--- src/rtl/spi_pkg.sv ---
// Shared definitions for the SPI byte-level blocks: bridge FSM state
// encoding, command byte layout and the default idle MISO byte.
package spi_pkg;

  typedef enum logic [2:0] {
    ST_IDLE  = 3'd0,
    ST_CMD   = 3'd1,
    ST_WDATA = 3'd2,
    ST_WBUS  = 3'd3,
    ST_RBUS  = 3'd4
  } state_t;

  // Bit of the command byte that selects write (1) or read (0).
  localparam int CMD_WRITE_BIT = 7;

  // Byte shifted out on MISO whenever no read data is loaded.
  localparam logic [7:0] FILL_BYTE_DEFAULT = 8'h00;

endpackage

--- src/rtl/spi_reg_bridge.sv ---
// SPI byte stream to register-bus bridge. The first byte of a frame is a
// command (write bit + address), followed by write data bytes or dummy
// bytes that clock out read data. The address auto-increments per data
// byte. Bus requests are held until bus_ready; a byte arriving while a
// request is outstanding is dropped and flagged as a sticky overrun.
module spi_reg_bridge
  import spi_pkg::*;
#(
  parameter int         ADDR_WIDTH = 7,
  parameter bit         AUTO_INC   = 1'b1,
  parameter logic [7:0] FILL_BYTE  = FILL_BYTE_DEFAULT
) (
  input  logic                  clk,
  input  logic                  rst,
  input  logic                  frame,
  input  logic                  rx_valid,
  input  logic [7:0]            rx_data,
  output logic [7:0]            tx_data,
  output logic [ADDR_WIDTH-1:0] bus_addr,
  output logic [7:0]            bus_wdata,
  output logic                  bus_we,
  output logic                  bus_re,
  input  logic [7:0]            bus_rdata,
  input  logic                  bus_ready,
  output logic                  err_overrun
);

  // Registered state
  state_t                r_state;
  logic [ADDR_WIDTH-1:0] r_addr;
  logic [7:0]            r_wdata;
  logic                  r_we;
  logic                  r_re;
  logic [7:0]            r_tx;
  logic                  r_ovr;
  // Set once the frame has ended while a request is still outstanding;
  // the access then runs to completion and the FSM returns to IDLE.
  logic                  r_drain;

  // Next-state values
  state_t                w_state_next;
  logic [ADDR_WIDTH-1:0] w_addr_next;
  logic [7:0]            w_wdata_next;
  logic                  w_we_next;
  logic                  w_re_next;
  logic [7:0]            w_tx_next;
  logic                  w_ovr_next;
  logic                  w_drain_next;

  // Helpers
  logic [ADDR_WIDTH-1:0] w_cmd_addr;
  logic [ADDR_WIDTH-1:0] w_addr_adv;
  logic                  w_byte;

  // Command address field is 7 bits; fit it to the bus address width.
  generate
    if (ADDR_WIDTH > 7) begin : g_addr_ext
      assign w_cmd_addr = {{(ADDR_WIDTH-7){1'b0}}, rx_data[6:0]};
    end else begin : g_addr_trunc
      assign w_cmd_addr = rx_data[ADDR_WIDTH-1:0];
    end
  endgenerate

  // Address wraps naturally at 2^ADDR_WIDTH.
  assign w_addr_adv = AUTO_INC ? (r_addr + ADDR_WIDTH'(1)) : r_addr;

  // Bytes outside a frame are never acted upon.
  assign w_byte = rx_valid & frame;

  // Next-state and datapath decode for the bridge FSM.
  always_comb begin
    w_state_next = r_state;
    w_addr_next  = r_addr;
    w_wdata_next = r_wdata;
    w_we_next    = r_we;
    w_re_next    = r_re;
    w_tx_next    = r_tx;
    w_ovr_next   = r_ovr;
    w_drain_next = r_drain;

    unique case (r_state)
      ST_IDLE: begin
        w_tx_next    = FILL_BYTE;
        w_drain_next = 1'b0;
        if (frame) begin
          w_state_next = ST_CMD;
        end
      end

      ST_CMD: begin
        if (!frame) begin
          w_state_next = ST_IDLE;
          w_tx_next    = FILL_BYTE;
        end else if (w_byte) begin
          w_addr_next = w_cmd_addr;
          if (rx_data[CMD_WRITE_BIT]) begin
            w_state_next = ST_WDATA;
          end else begin
            w_re_next    = 1'b1;
            w_state_next = ST_RBUS;
          end
        end
      end

      ST_WDATA: begin
        if (!frame) begin
          w_state_next = ST_IDLE;
          w_tx_next    = FILL_BYTE;
        end else if (w_byte) begin
          w_wdata_next = rx_data;
          w_we_next    = 1'b1;
          w_state_next = ST_WBUS;
        end
      end

      ST_WBUS: begin
        if (!frame) begin
          w_drain_next = 1'b1;
        end
        if (bus_ready) begin
          // Completion first; a same-cycle byte is then a normal data byte.
          w_we_next   = 1'b0;
          w_addr_next = w_addr_adv;
          if (r_drain || !frame) begin
            w_state_next = ST_IDLE;
            w_tx_next    = FILL_BYTE;
            w_drain_next = 1'b0;
            if (w_byte) begin
              w_ovr_next = 1'b1;
            end
          end else if (w_byte) begin
            w_wdata_next = rx_data;
            w_we_next    = 1'b1;
            w_state_next = ST_WBUS;
          end else begin
            w_state_next = ST_WDATA;
          end
        end else if (w_byte) begin
          w_ovr_next = 1'b1;
        end
      end

      ST_RBUS: begin
        if (r_re) begin
          if (!frame) begin
            w_drain_next = 1'b1;
          end
          if (bus_ready) begin
            w_re_next = 1'b0;
            if (r_drain || !frame) begin
              // Frame already over: read data has nowhere to go.
              w_state_next = ST_IDLE;
              w_tx_next    = FILL_BYTE;
              w_drain_next = 1'b0;
              if (w_byte) begin
                w_ovr_next = 1'b1;
              end
            end else begin
              w_tx_next = bus_rdata;
              if (w_byte) begin
                w_addr_next = w_addr_adv;
                w_re_next   = 1'b1;
              end
            end
          end else if (w_byte) begin
            w_ovr_next = 1'b1;
          end
        end else begin
          if (!frame) begin
            w_state_next = ST_IDLE;
            w_tx_next    = FILL_BYTE;
          end else if (w_byte) begin
            // Dummy byte clocks out the loaded data; prefetch the next one.
            w_addr_next = w_addr_adv;
            w_re_next   = 1'b1;
          end
        end
      end

      default: begin
        w_state_next = ST_IDLE;
        w_we_next    = 1'b0;
        w_re_next    = 1'b0;
        w_tx_next    = FILL_BYTE;
        w_drain_next = 1'b0;
      end
    endcase
  end

  // State and datapath registers with synchronous reset.
  always_ff @(posedge clk) begin
    if (rst) begin
      r_state <= ST_IDLE;
      r_addr  <= '0;
      r_wdata <= 8'h00;
      r_we    <= 1'b0;
      r_re    <= 1'b0;
      r_tx    <= FILL_BYTE;
      r_ovr   <= 1'b0;
      r_drain <= 1'b0;
    end else begin
      r_state <= w_state_next;
      r_addr  <= w_addr_next;
      r_wdata <= w_wdata_next;
      r_we    <= w_we_next;
      r_re    <= w_re_next;
      r_tx    <= w_tx_next;
      r_ovr   <= w_ovr_next;
      r_drain <= w_drain_next;
    end
  end

  assign tx_data     = r_tx;
  assign bus_addr    = r_addr;
  assign bus_wdata   = r_wdata;
  assign bus_we      = r_we;
  assign bus_re      = r_re;
  assign err_overrun = r_ovr;

endmodule

--- config.mk ---
export PLATFORM = sky130hd
export DESIGN_NAME = spi_reg_bridge
export DESIGN_NICKNAME = d
export VERILOG_FILES = /design/src/rtl/spi_pkg.sv /design/src/rtl/spi_reg_bridge.sv
export SDC_FILE = /design/constraint.sdc
export NUM_CORES = 1
export LEC_CHECK = 0
export BUFFER_PORTS_ARGS = -buffer_cell sky130_fd_sc_hd__clkbuf_2
export CAP_MARGIN = 10
export CORE_MARGIN = 2
export CORE_UTILIZATION = 50
export CTS_CLUSTER_SIZE = 25
export DETAILED_ROUTE_END_ITERATION = 7
export PLACE_DENSITY = 0.86
export SETUP_SLACK_MARGIN = 0.4
export SKIP_CTS_REPAIR_TIMING = 1
export SYNTH_ARGS = -nofsm -noshare
export SYNTH_HDL_FRONTEND = slang
export SYNTH_SLANG_ARGS = --single-unit
--- constraint.sdc ---
create_clock -name clk -period 1.8 [get_ports clk]
set_input_delay 0.27 -clock clk [delete_from_list [all_inputs] [get_ports clk]]
set_output_delay 0.27 -clock clk [all_outputs]
set_load 0.005 [all_outputs]
==> Yosys cells after proc, flatten, opt, wreduce, memory -nomap -nowiden <==
Cells that the tools add are included.
Widths: inputs -> output; s select.
{ "word_totals": {"romBits": 0, "ramBits": 0, "register_bits": 30, "out_inout_bits": 26, "latch_bits": 0, "input_bits": 21, "mem_count": 0, "word_cells": 109} }
{ "op_classes": {"shifts": 0, "add_sub_neg": 1, "multipliers": 0, "n_lt_le_gt_ge": 0, "reduce_logical": 17, "n_mux": 58, "div": 0, "n_eq_ne": 21, "n_bitwise": 4} }
{ "op_table": {"columns": ["op", "count"], "rows": [
  ["$mux 8", 10],
  ["$mux 7", 8],
  ["$mux 3", 11],
  ["$pmux 8 s3", 1],
  ["$ne 3x3->1 const B", 7],
  ["$pmux 7 s3", 1],
  ["$mux 1", 20],
  ["$ne 2x2->1 const B", 10],
  ["$pmux 8 s2", 1],
  ["$pmux 3 s5", 1],
  ["$reduce_and 7->1", 2],
  ["$reduce_and 4->1", 3],
  ["$pmux 1 s3", 3],
  ["$add 7x1->7 const B", 1],
  ["$eq 3x2->1 const B", 2],
  ["$reduce_or 3->1", 2],
  ["$reduce_and 2->1", 2],
  ["$reduce_bool 2->1", 2],
  ["$eq 3x1->1 const B", 1],
  ["$eq 3x3->1 const B", 1],
  ["$logic_not 3->1", 1],
  ["$not 1->1", 3],
  ["$reduce_and 3->1", 1],
  ["$reduce_bool 3->1", 1],
  ["other kinds (6)", 6]
]} }

==> Longest topological paths before layout <==
{ "logic_depth": {"word_depth": 6, "mapped_depth": 6} }

==> Worst setup path after synthesis <==
OpenSTA, ideal clock, no wires.
{ "synth_path": {"path_kind": "reg2reg", "startpoint": "reg r_state[0]", "endpoint": "reg r_addr[0], in the netlist bus_addr[0]", "t_required_ps": 1726, "n_path_buf": 2, "t_arrival_ps": 1586, "path_stages_with_launch": 7, "setup_ps": 74, "path_slack_ps": 140, "synth_period_minus_slack_ps": 1660, "path_cell_list": "dfxtp_1 buf_6 or3b_1 buf_6 a21oi_2 or4b_1 a31oi_1"} }
{ "synth_between": {"elab_chain_cells": 3, "elab_cells_between_ends": 12} }
{ "synth_rtl": {"columns": ["element", "line", "rtl"], "rows": [
  ["start, declared", "spi_reg_bridge.sv:29", "state_t r_state;"],
  ["start signal, assigned", "spi_reg_bridge.sv:202", "r_state <= w_state_next;"],
  ["$eq 3x3->1 (tied with other cells)", "spi_reg_bridge.sv:81", "unique case (r_state)"],
  ["$ne 3x3->1 (no line) (tied with other cells)", null, null],
  ["$reduce_and 7->1 (no line)", null, null],
  ["end signal, assigned", "spi_reg_bridge.sv:203", "r_addr <= w_addr_next;"],
  ["end, declared", "spi_reg_bridge.sv:30", "logic [ADDR_WIDTH-1:0] r_addr;"]
]} }
Parallel ways exist; a longest one is shown, timed or not.
A chain may end at the register's enable or synchronous reset.

==> Worst setup path after layout <==
{ "layout_path": {"startpoint": "reg r_state[1]", "endpoint": "reg r_addr[6], in the netlist bus_addr[6]"} }
Same word-level chain as after synthesis.

==> results.py <==
metrics = {
    "timing": {
        "finalCritPeriodShare": 0.9503,
        "hold_violations": 0,
        "relSlewSlack": 0.6575,
        "slew_violations": 0,
        "fmax_mhz": 584.6,
        "worst_pin_slew_ns": 0.5137,
        "setup_viol": 0,
        "fin_crit_ns": 1.711,
        "skew_ns": 0.003256,
        "rsz0062_at_grt": "true",
    },
    "logic_synthesis": {
        "synth_seq_area_share": 0.3529,
        "synthCells": 209,
        "synth_common_cells": "nand2_1 (41), dfxtp_1 (30), mux2i_1 (14)",
        "synth_area_um2": 1702,
        "synth-edff-count": 0,
        "synth.avg_cell_area_um2": 8.142,
        "synth.most_common_cell": "nand2_1",
        "ys_ff_latch": 30,
        "synth_top_area_frac": 0.3529,
        "synth_async_sr_flop_share": 0,
        "netlist-cell-type-count": 48,
        "yosys_warnings": 0,
        "synthTopCellsByArea": "dfxtp_1 (35%), nand2_1 (9.0%), mux2i_1 (8.2%)",
        "netlist.top_cell.by_area": "dfxtp_1",
        "synthFlopType": "dfxtp_1",
        "syn_nets": 231,
    },
    "cells_and_area": {
        "fin_cells": 324,
        "final_util": 0.7067,
        "antenna_cells": 0,
        "drive_above_1_share": 0.3777,
        "nFillCells": 266,
        "multi_input_comb_area_um2": 1117,
        "areaGrowthSynthToFinish_pct": 37.50,
        "regArea_um2": 606.8,
        "nNetsFinal": 299,
    },
    "grt": {
        "grt_max_degree": 32,
        "gr-usage-all-layers": 0.2386,
        "grt_first_pass_wirelength_um": 7514,
        "grt_pass1_vias": 1609,
        "grt-ovfl-total": 0,
        "antenna_found_initial": 0,
    },
    "pwr": {
        "total_leakage_power_nw": 0.9668,
        "ir_drop_mv": 0.4438,
        "cellPowerDensity_nw_per_um2": 581.9,
    },
    "drt": {
        "final_antenna_net_count": 0,
        "wl_um": 4882,
        "wl_per_cell_um": 15.07,
        "first_pass_iters": 5,
        "route.detailed.drc": 0,
        "avgViaCountPerCell": 5.843,
        "drt_iter0_markers": 162,
        "vias": 1893,
    },
    "clock_tree": {
        "cts_buffer_depth": 2,
        "cts.clk_slew.worst_paths_ns": 0.09,
        "cts_buffers": 5,
        "cts_tree": "built",
        "cts-root-buf": "clkbuf_4",
        "ctsHtreeMaxLevel": 2,
        "clock_latency_ns": 0.32,
        "cts.sinks": 30,
    },
    "worst_setup_path": {
        "cp_top_family": "simple AND/OR/NAND/NOR gates",
        "rrSetupSlack_ns": 0.09,
        "path_common_cell": "buf_4",
        "arrival_ns": 1.92,
        "crit_buf_inv": 3,
        "critPathMaxFanout": 10,
        "required_ns": 2.00,
        "worstSetupPathType": "flip-flop to flip-flop",
        "worst_setup_path_end_kind": "flip-flop",
        "max_stage_delay_ns": 0.40,
        "crit_path_cell_trace": "buf_12, or3b_4, buf_4, nand2_8, buf_4, mux2i_2, o32ai_2",
        "startpoint_type": "flip-flop",
        "slowest_stage": "or3b_4",
    },
    "floorplanning": {
        "initial_utilization": 0.5140,
        "pin_count": 47,
        "chipWidth_um": 62.34,
        "dieArea_um2": 3886,
        "chipHeight_um": 62.34,
        "fp.coreArea_um2": 3311,
        "num_rows": 21,
    },
    "min_path": {
        "min_path_type": "input pin to flip-flop",
    },
    "placement": {
        "port_buffers": 46,
        "placed_cells_incl_taps": 305,
        "place.gp.congestion": 0.8723,
        "dpl.hpwl_um": 3309,
    },
    "run_status": {
        "status": "completed",
    },
    "job": {
        "max-cap-violations": 0,
    },
}
==> cell type report <==
| type | count | area share |
|---|---|---|
| flip-flops and latches | 30 | 0.2594 |
| repair buffers | 78 | 0.2064 |
| inverters | 4 | 0.006417 |
| multi-input cells | 158 | 0.4775 |
| clock inverters | 1 | 0.002139 |
| clock buffers | 7 | 0.02353 |
| well taps | 46 | 0.02460 |
==> where the power goes <==
part / internal (mW) / switching (mW) / total, mW / leakage, nW
Sequential: 0.677 / 0.0231 / 0.700 / 0.244
Combinational: 0.114 / 0.134 / 0.248 / 0.688
Clock: 0.189 / 0.224 / 0.413 / 0.0353
Total: 0.980 / 0.381 / 1.36 / 0.967
==> flip-flops by register name, summed over array words and instances, names as in the netlist <==
| signal | count |
|---|---|
| r_drain | 1 |
| r_state | 3 |
| bus_wdata | 8 |
| err_overrun | 1 |
| bus_we | 1 |
| tx_data | 8 |
| bus_re | 1 |
| bus_addr | 7 |
==> cells by family after synthesis <==
group | synth area share
buffers and inverters | 0.06323
adders and majority gates | 0.007352
AOI/OAI and AO/OA | 0.2221
DFF | 0.3529
and+or+nand+nor | 0.2721
muxes | 0.08235
==> metrics by stage <==
stage	worst slack [ns]	power, mW	hold slack [ns]	TNS [ns]	instance area (um2)
floorplan	0.1396	0.8365	0.3786	0	1710
global placement	0.08410	0.9128	0.4421	0	2073
detailed placement	-0.001082	0.9206	0.4482	-0.001082	2073
CTS	-0.01944	1.325	0.1322	-0.03473	2133
global route	0.02524	1.427	0.1431	0	2340
finish	0.08946	1.361	0.1361	0	2340
==> routing by layer <==
metal,vias up,routed length (um),global-route usage
met4,0,67,0.07778
met5,-,0,0
li1,912,-,-
met3,7,310,0.05072
met1,890,2112,0.3094
met2,84,2391,0.3967
==> final timing paths <==
check / startpoint / to / depth (start not counted)
max: r_state[1] / bus_addr[6] / 7
min: bus_rdata[5] / tx_data[5] / 3
min reg2reg: tx_data[1] / tx_data[1] / 2
max reg2reg: r_state[1] / bus_addr[6] / 7
==> worst reg2reg max path: cells and delay by family, from the launching register on <==
family                 cells  cell delay, ns
buffers and inverters      3            0.43
flip-flops                 1            0.35
multiplexers               1            0.23
AND/OR/NAND/NOR            2            0.48
AO/OA/AOI/OAI              1            0.10
==> layout by cell type, fill, tap and decap left out, types with 2 or more instances in the layout <==
cell / synthesis / routed
a2111oi_2: 0 / 2
a21o_1: 3 / 3
a21oi_1: 12 / 12
a221oi_1: 2 / 2
and3_1: 3 / 3
and4b_1: 2 / 2
buf_4: 0 / 31
clkbuf_2: 1 / 46
clkbuf_4: 0 / 5
dfxtp_1: 30 / 27
dfxtp_2: 0 / 2
inv_1: 4 / 4
mux2i_1: 14 / 13
nand2_1: 41 / 41
nand2b_1: 5 / 5
nand3_1: 3 / 3
nand4_1: 2 / 2
nor2_1: 6 / 6
nor2b_1: 5 / 5
nor3_1: 3 / 3
nor4_1: 4 / 2
nor4_2: 0 / 2
nor4b_4: 0 / 3
o21a_1: 2 / 2
o21ai_0: 13 / 7
o21ai_1: 0 / 6
o21bai_1: 2 / 2
o31ai_1: 4 / 3
o32ai_1: 5 / 4
No activity file was read; power rests on OpenSTA's default activity.
